$ cat config.mk
export PLATFORM = sky130hd
export DESIGN_NAME = multicycle_controller
export DESIGN_NICKNAME = d
export VERILOG_FILES = /design/src/rtl/ctrl_pkg.sv /design/src/rtl/alu_decoder.sv /design/src/rtl/multicycle_controller.sv
export SDC_FILE = /design/constraint.sdc
export NUM_CORES = 1
export LEC_CHECK = 0
export CELL_PAD_IN_SITES_DETAIL_PLACEMENT = 1
export CELL_PAD_IN_SITES_GLOBAL_PLACEMENT = 2
export CORE_MARGIN = 2
export CORE_UTILIZATION = 22
export CTS_BUF_LIST = sky130_fd_sc_hd__clkbuf_16
export DETAILED_ROUTE_END_ITERATION = 7
export PLACE_DENSITY_LB_ADDON = 0.12
export SYNTH_ARGS = -nofsm -noshare
export SYNTH_HDL_FRONTEND = slang
export SYNTH_SLANG_ARGS = --single-unit
export TNS_END_PERCENT = 50
$ cat constraint.sdc
create_clock -name clk -period 2.1 [get_ports clk]
set_input_delay 0.21 -clock clk [delete_from_list [all_inputs] [get_ports clk]]
set_output_delay 0.21 -clock clk [all_outputs]
set_load 0.1 [all_outputs]
$ cat src/rtl/ctrl_pkg.sv
// Shared encodings for the multicycle RV32I controller: FSM states, datapath
// select codes, ALU operations and the supported opcodes.
package ctrl_pkg;

  typedef enum logic [3:0] {
    S_FETCH, S_DECODE, S_MEMADR, S_MEMREAD, S_MEMWB, S_MEMWRITE,
    S_EXECR, S_EXECI, S_ALUWB, S_BRANCH, S_JAL, S_JALR, S_JALRLINK,
    S_LUI, S_AUIPC
  } state_t;

  typedef enum logic [1:0] {
    ALUOP_ADD   = 2'b00,
    ALUOP_SUB   = 2'b01,
    ALUOP_FUNCT = 2'b10
  } alu_op_t;

  localparam logic [2:0] IMM_I = 3'b000;
  localparam logic [2:0] IMM_S = 3'b001;
  localparam logic [2:0] IMM_B = 3'b010;
  localparam logic [2:0] IMM_U = 3'b011;
  localparam logic [2:0] IMM_J = 3'b100;

  localparam logic [2:0] ALU_ADD  = 3'b000;
  localparam logic [2:0] ALU_SUB  = 3'b001;
  localparam logic [2:0] ALU_AND  = 3'b010;
  localparam logic [2:0] ALU_OR   = 3'b011;
  localparam logic [2:0] ALU_XOR  = 3'b100;
  localparam logic [2:0] ALU_SLT  = 3'b101;
  localparam logic [2:0] ALU_SLTU = 3'b110;

  localparam logic [1:0] RES_ALUOUT = 2'b00;
  localparam logic [1:0] RES_MDR    = 2'b01;
  localparam logic [1:0] RES_ALURES = 2'b10;

  localparam logic [1:0] SRCA_PC    = 2'b00;
  localparam logic [1:0] SRCA_OLDPC = 2'b01;
  localparam logic [1:0] SRCA_RD1   = 2'b10;
  localparam logic [1:0] SRCA_ZERO  = 2'b11;

  localparam logic [1:0] SRCB_RD2   = 2'b00;
  localparam logic [1:0] SRCB_IMM   = 2'b01;
  localparam logic [1:0] SRCB_FOUR  = 2'b10;

  localparam logic [6:0] OP_LW     = 7'b0000011;
  localparam logic [6:0] OP_SW     = 7'b0100011;
  localparam logic [6:0] OP_R      = 7'b0110011;
  localparam logic [6:0] OP_I      = 7'b0010011;
  localparam logic [6:0] OP_BRANCH = 7'b1100011;
  localparam logic [6:0] OP_JAL    = 7'b1101111;
  localparam logic [6:0] OP_JALR   = 7'b1100111;
  localparam logic [6:0] OP_LUI    = 7'b0110111;
  localparam logic [6:0] OP_AUIPC  = 7'b0010111;

endpackage

$ cat src/rtl/alu_decoder.sv
// Maps the FSM's coarse alu_op plus instruction funct fields to an ALU
// operation; also flags shift encodings, which this core does not implement.
module alu_decoder
  import ctrl_pkg::*;
(
  input  alu_op_t    alu_op,
  input  logic [2:0] funct3,
  input  logic       funct7b5,
  input  logic       op_b5,
  output logic [2:0] alu_control,
  output logic       shift_illegal
);

  always_comb begin
    shift_illegal = (funct3 == 3'b001) || (funct3 == 3'b101);
    alu_control   = ALU_ADD;
    case (alu_op)
      ALUOP_SUB: alu_control = ALU_SUB;
      ALUOP_FUNCT: begin
        case (funct3)
          // op[5] separates R-type sub from addi, which has no sub form
          3'b000:  alu_control = (op_b5 && funct7b5) ? ALU_SUB : ALU_ADD;
          3'b010:  alu_control = ALU_SLT;
          3'b011:  alu_control = ALU_SLTU;
          3'b100:  alu_control = ALU_XOR;
          3'b110:  alu_control = ALU_OR;
          3'b111:  alu_control = ALU_AND;
          default: alu_control = ALU_ADD;
        endcase
      end
      default: alu_control = ALU_ADD;
    endcase
  end

endmodule

$ cat src/rtl/multicycle_controller.sv
// Moore control FSM for the multicycle RV32I datapath: sequences fetch,
// decode and 1-3 execute/writeback states and drives all enables and selects.
module multicycle_controller
  import ctrl_pkg::*;
(
  input  logic       clk,
  input  logic       reset,
  input  logic [6:0] op,
  input  logic [2:0] funct3,
  input  logic       funct7b5,
  input  logic       zero,
  output logic       pc_write,
  output logic       adr_src,
  output logic       mem_write,
  output logic       ir_write,
  output logic [1:0] result_src,
  output logic [1:0] alu_src_a,
  output logic [1:0] alu_src_b,
  output logic [2:0] alu_control,
  output logic [2:0] imm_src,
  output logic       reg_write,
  output logic       illegal_instr
);

  state_t  state_q, state_d;
  alu_op_t alu_op;
  logic    pc_update, branch, mem_write_s, ir_write_s, reg_write_s, illegal_s;
  logic    shift_illegal, branch_taken;

  always_ff @(posedge clk) begin
    if (reset) state_q <= S_FETCH;
    else       state_q <= state_d;
  end

  alu_decoder u_alu_decoder (
    .alu_op        (alu_op),
    .funct3        (funct3),
    .funct7b5      (funct7b5),
    .op_b5         (op[5]),
    .alu_control   (alu_control),
    .shift_illegal (shift_illegal)
  );

  always_comb begin
    case (op)
      OP_LW, OP_I, OP_JALR: imm_src = IMM_I;
      OP_SW:                imm_src = IMM_S;
      OP_BRANCH:            imm_src = IMM_B;
      OP_LUI, OP_AUIPC:     imm_src = IMM_U;
      OP_JAL:               imm_src = IMM_J;
      default:              imm_src = 3'b000;
    endcase
  end

  always_comb begin
    state_d     = S_FETCH;
    pc_update   = 1'b0;
    branch      = 1'b0;
    adr_src     = 1'b0;
    mem_write_s = 1'b0;
    ir_write_s  = 1'b0;
    reg_write_s = 1'b0;
    illegal_s   = 1'b0;
    result_src  = RES_ALUOUT;
    alu_src_a   = SRCA_PC;
    alu_src_b   = SRCB_RD2;
    alu_op      = ALUOP_ADD;
    case (state_q)
      S_FETCH: begin
        ir_write_s = 1'b1;
        alu_src_b  = SRCB_FOUR;
        result_src = RES_ALURES;
        pc_update  = 1'b1;
        state_d    = S_DECODE;
      end
      S_DECODE: begin
        alu_src_a = SRCA_OLDPC;
        alu_src_b = SRCB_IMM;
        case (op)
          OP_LW, OP_SW: state_d = S_MEMADR;
          OP_R:         begin state_d = shift_illegal ? S_FETCH : S_EXECR; illegal_s = shift_illegal; end
          OP_I:         begin state_d = shift_illegal ? S_FETCH : S_EXECI; illegal_s = shift_illegal; end
          OP_BRANCH:    state_d = S_BRANCH;
          OP_JAL:       state_d = S_JAL;
          OP_JALR:      state_d = S_JALR;
          OP_LUI:       state_d = S_LUI;
          OP_AUIPC:     state_d = S_AUIPC;
          default:      begin state_d = S_FETCH; illegal_s = 1'b1; end
        endcase
      end
      S_MEMADR: begin
        alu_src_a = SRCA_RD1;
        alu_src_b = SRCB_IMM;
        state_d   = (op == OP_SW) ? S_MEMWRITE : S_MEMREAD;
      end
      S_MEMREAD:  begin adr_src = 1'b1; state_d = S_MEMWB; end
      S_MEMWB:    begin result_src = RES_MDR; reg_write_s = 1'b1; end
      S_MEMWRITE: begin adr_src = 1'b1; mem_write_s = 1'b1; end
      S_EXECR: begin
        alu_src_a = SRCA_RD1;
        alu_op    = ALUOP_FUNCT;
        state_d   = S_ALUWB;
      end
      S_EXECI: begin
        alu_src_a = SRCA_RD1;
        alu_src_b = SRCB_IMM;
        alu_op    = ALUOP_FUNCT;
        state_d   = S_ALUWB;
      end
      S_ALUWB: reg_write_s = 1'b1;
      S_BRANCH: begin
        alu_src_a = SRCA_RD1;
        alu_op    = ALUOP_SUB;
        branch    = 1'b1;
      end
      S_JAL: begin
        alu_src_a = SRCA_OLDPC;
        alu_src_b = SRCB_FOUR;
        pc_update = 1'b1;
        state_d   = S_ALUWB;
      end
      S_JALR: begin
        alu_src_a  = SRCA_RD1;
        alu_src_b  = SRCB_IMM;
        result_src = RES_ALURES;
        pc_update  = 1'b1;
        state_d    = S_JALRLINK;
      end
      S_JALRLINK: begin
        alu_src_a = SRCA_OLDPC;
        alu_src_b = SRCB_FOUR;
        state_d   = S_ALUWB;
      end
      S_LUI: begin
        alu_src_a = SRCA_ZERO;
        alu_src_b = SRCB_IMM;
        state_d   = S_ALUWB;
      end
      S_AUIPC: begin
        alu_src_a = SRCA_OLDPC;
        alu_src_b = SRCB_IMM;
        state_d   = S_ALUWB;
      end
      default: state_d = S_FETCH;
    endcase
  end

  // Only beq/bne exist; other branch funct3 values never redirect the PC.
  assign branch_taken  = branch && (funct3[2:1] == 2'b00) && (zero ^ funct3[0]);
  assign pc_write      = !reset && (pc_update || branch_taken);
  assign mem_write     = !reset && mem_write_s;
  assign ir_write      = !reset && ir_write_s;
  assign reg_write     = !reset && reg_write_s;
  assign illegal_instr = !reset && illegal_s;

endmodule

==> impl_metrics.csv <==
group,metric,value,unit
power_and_ir_drop,comb_power_share,51.6,%
sta,timing.fmax,493.4,MHz
sta,rsz_0062_raised_after_global_routing,"no",
sta,slew_headroom,69.29,%
logic_synthesis,top_area_cell_type_share_of_the_netlist_area,10.14,%
critical_path,timing.reg2reg.worst_path_depth,4,
logic_synthesis,synth-edff-count,0,
floorplan,die_boundary_height,63.91,µm
outcome,status,"finished, final reports clean",
job,drv_cap,0,
detailed_routing,postRouteWirelength,2857,µm
logic_synthesis,synthTopCellsByCount,"10 x nor2_1, 8 x o21ai_0",
power_and_ir_drop,switch_share,39.58,%
logic_synthesis,ys_async_sr_fraction,0,%
clock_tree,cts_buffer_count,3,
placed_design,dp_slack,125.4,ps
finish,regMostFlops,"state_q",
placed_design,detailedPlacementHpwl,2359,µm
min_path,min-delay-path-class,"flop to flop",
critical_path,worst-endpoint-required,1890,ps
finish,layout-drive-gt1-share,35.26,%
placed_design,place.port_buffers,31,
finish,largest_registers,"state_q (4)",
critical_path,critPathKind,"flop to primary output",
logic_synthesis,synth_sequential_area_ratio,10.14,%
finish,fin_nets,174,
min_path,hold_path_startpoint,"state_q[0]",
power_and_ir_drop,power-per-cell-area,506.6,mW/mm²
power_and_ir_drop,p_int,479.5,µW
sta,fin_ws,73.15,ps
placed_design,globalplace.congestion,0.7559,
sta,timing.final.hold_violations,0,
power_and_ir_drop,leakage,0.0005808,µW
clock_tree,tritoncts,"done",
critical_path,cp-end-kind,"primary output",
global_route,grtUsageTotal,14.77,%
clock_tree,cts_hold_repair.buffers,0,
finish,flip_flop_count_of_the_largest_register_all_copies_and_words_added,4,
floorplan,placement_rows,21,
critical_path,arrival_time_of_the_worst_setup_path,1820,ps
sta,setup_viol,0,
logic_synthesis,synth-warning-count,0,
detailed_routing,drt-initial-drc-count,50,
critical_path,timing.critical_path.fanout_max,9,
logic_synthesis,yosys_register_bits,4,
logic_synthesis,post-synth-top-area-cell,"dfxtp_1",
min_path,timing.hold.worst_path_depth,3,
detailed_routing,postRouteAntennaNets,0,
floorplan,ios,32,
logic_synthesis,ys_flop_type,"dfxtp_1",
sta,final_max_slew_viol_count,0,
floorplan,start_util,23.29,%
power_and_ir_drop,p_seq_share,11.1,%
critical_path,startpoint,"state_q[3]",
clock_tree,post_cts_resized,0,
detailed_routing,viasPerCell,4.926,
power_and_ir_drop,net-switching-power,314.1,µW
detailed_routing,dr.pass1.iters,4,
sta,layout_worst_path_cycle_share,96.52,%
power_and_ir_drop,worst_ir_drop_vdd,0.2172,mV
sta,min_cycle_time_layout,2027,ps
floorplan,core_region_area,0.003390,mm²
logic_synthesis,synth_nets,132,
detailed_routing,via_count,995,
power_and_ir_drop,p_clk_share,37.3,%
finish,flow.area_growth_from_synthesis,98.41,%
logic_synthesis,netlist_top_cells_area,"dfxtp_1 10%, o21ai_0 5.1%, nor2_1 4.8%",
global_route,grt_antenna_before_repair,0,
floorplan,design.die.area,0.004084,mm²
finish,antennaDiodeCount,0,
logic_synthesis,synth.lib_cells_used.distinct,43,
clock_tree,max-clock-path-buffers,2,
logic_synthesis,synthMostInstantiatedCell,"nor2_1",
logic_synthesis,netlist_area,789.5,µm²
clock_tree,clkTransAtPathRegs,30,ps
global_route,grt_pass1_vias,1032,
global_route,globalRouteOverflowTotal,0,
logic_synthesis,synthCells,116,
clock_tree,clock_tree.htree_level_count,1,
global_route,grt_start_max_net_pins,11,
global_route,grt_first_pass_wirelength,4892,µm
detailed_routing,drt_drc_violations_left,0,
floorplan,die_width,63.91,µm
sta,tightestPinTransition,449.1,ps
finish,final_core_util,46.22,%
logic_synthesis,syn_area_per_cell,6.806,µm²
clock_tree,clkSinkCount,4,
sta,worst_clock_skew,0.2633,ps
power_and_ir_drop,report.power.total,793.6,µW
clock_tree,clkLatencyLatePin,220,ps
detailed_routing,wl_per_cell,14.14,µm
critical_path,timing.rr.start,"state_q[3]",
clock_tree,post_cts_setup_bufs,0,
clock_tree,ctsRootBufferMaster,"clkbuf_16",
critical_path,timing.critical_path.from_type,"flop",
==> final timing paths <==
kind                   end  slack, ps
max          illegal_instr         70
max reg2reg     state_q[0]        420
min             state_q[0]        710
min reg2reg     state_q[0]        710
==> placed cells by master (no fill, tap or decap), drive strengths merged <==
cell type	n
buf	34
clkdlybuf4s50	13
nor2	11
o21ai	9
inv	7
nand2	7
nor3	7
nor2b	5
a21oi	5
nand3b	4
nand2b	4
nand3	4
dfxtp	4
nor4	4
a31oi	3
xnor2	3
clkbuf	3
a2111oi	3
or3	2
nand4bb	2
a31o	2
or4b	2
nor3b	2
a21boi	2
a211oi	2
ha	2
and2	1
o21a	1
xor2	1
mux2	1
nand4b	1
or4	1
or2	1
a32oi	1
o311ai	1
a221oi	1
==> power groups by stage <==
stage               registers (µW)  clock network [µW]  logic (µW)
finish                        88.4                 296         409
CTS                           87.3                 300         413
detailed placement            88.1                   0         411
global route                  89.2                 307         430
global placement              88.0                   0         410
floorplan                     83.1                   0         255
==> metrics by stage <==
step                      std cells  TNS, ps  hold slack, ps  cell area, µm²
after CTS                       202        0           737.1            1565
after detailed placement        199        0           767.0            1490
final                           202        0           712.2            1567
after floorplan                 116    -3931           282.8           900.9
after global placement          199        0           737.9            1490
after global routing            202        0           754.6            1567
==> kinds of logic after synthesis <==
kind of cell,count (synthesis),share of synthesized area (%)
muxes,1,1.426
AOI/OAI and AO/OA,30,27.89
adders and majority gates,2,3.169
DFF,4,10.14
and+or+nand+nor,58,42.95
xor gates and xnor gates,4,4.438
buffers and inverters,17,9.985
==> metal layers <==
layer  share of wire (%)  GRT usage, %  routed length (µm)
met5                   0             0                   0
met4                0.35         4.076                  10
met3                 2.7         1.232                  78
met2                  51         25.78                1457
met1                  46         19.28                1311
==> area by class of cell <==
| class | count | area [µm²] |
|---|---|---|
| timing repair buffer | 47 | 610.6 |
| fill | 392 | 1823 |
| clock buffer | 3 | 75.07 |
| sequential | 4 | 81.33 |
| tap | 46 | 57.56 |
| multi-input combinational | 95 | 715.7 |
| inverter | 7 | 26.28 |
==> critical path, cell delays in order (launching register included) <==
cell and delay [ps]:
dfxtp_1 400, or4b_4 630, nor4_4 340, buf_12 220
Note: power is estimated with default switching activity, not from simulation.
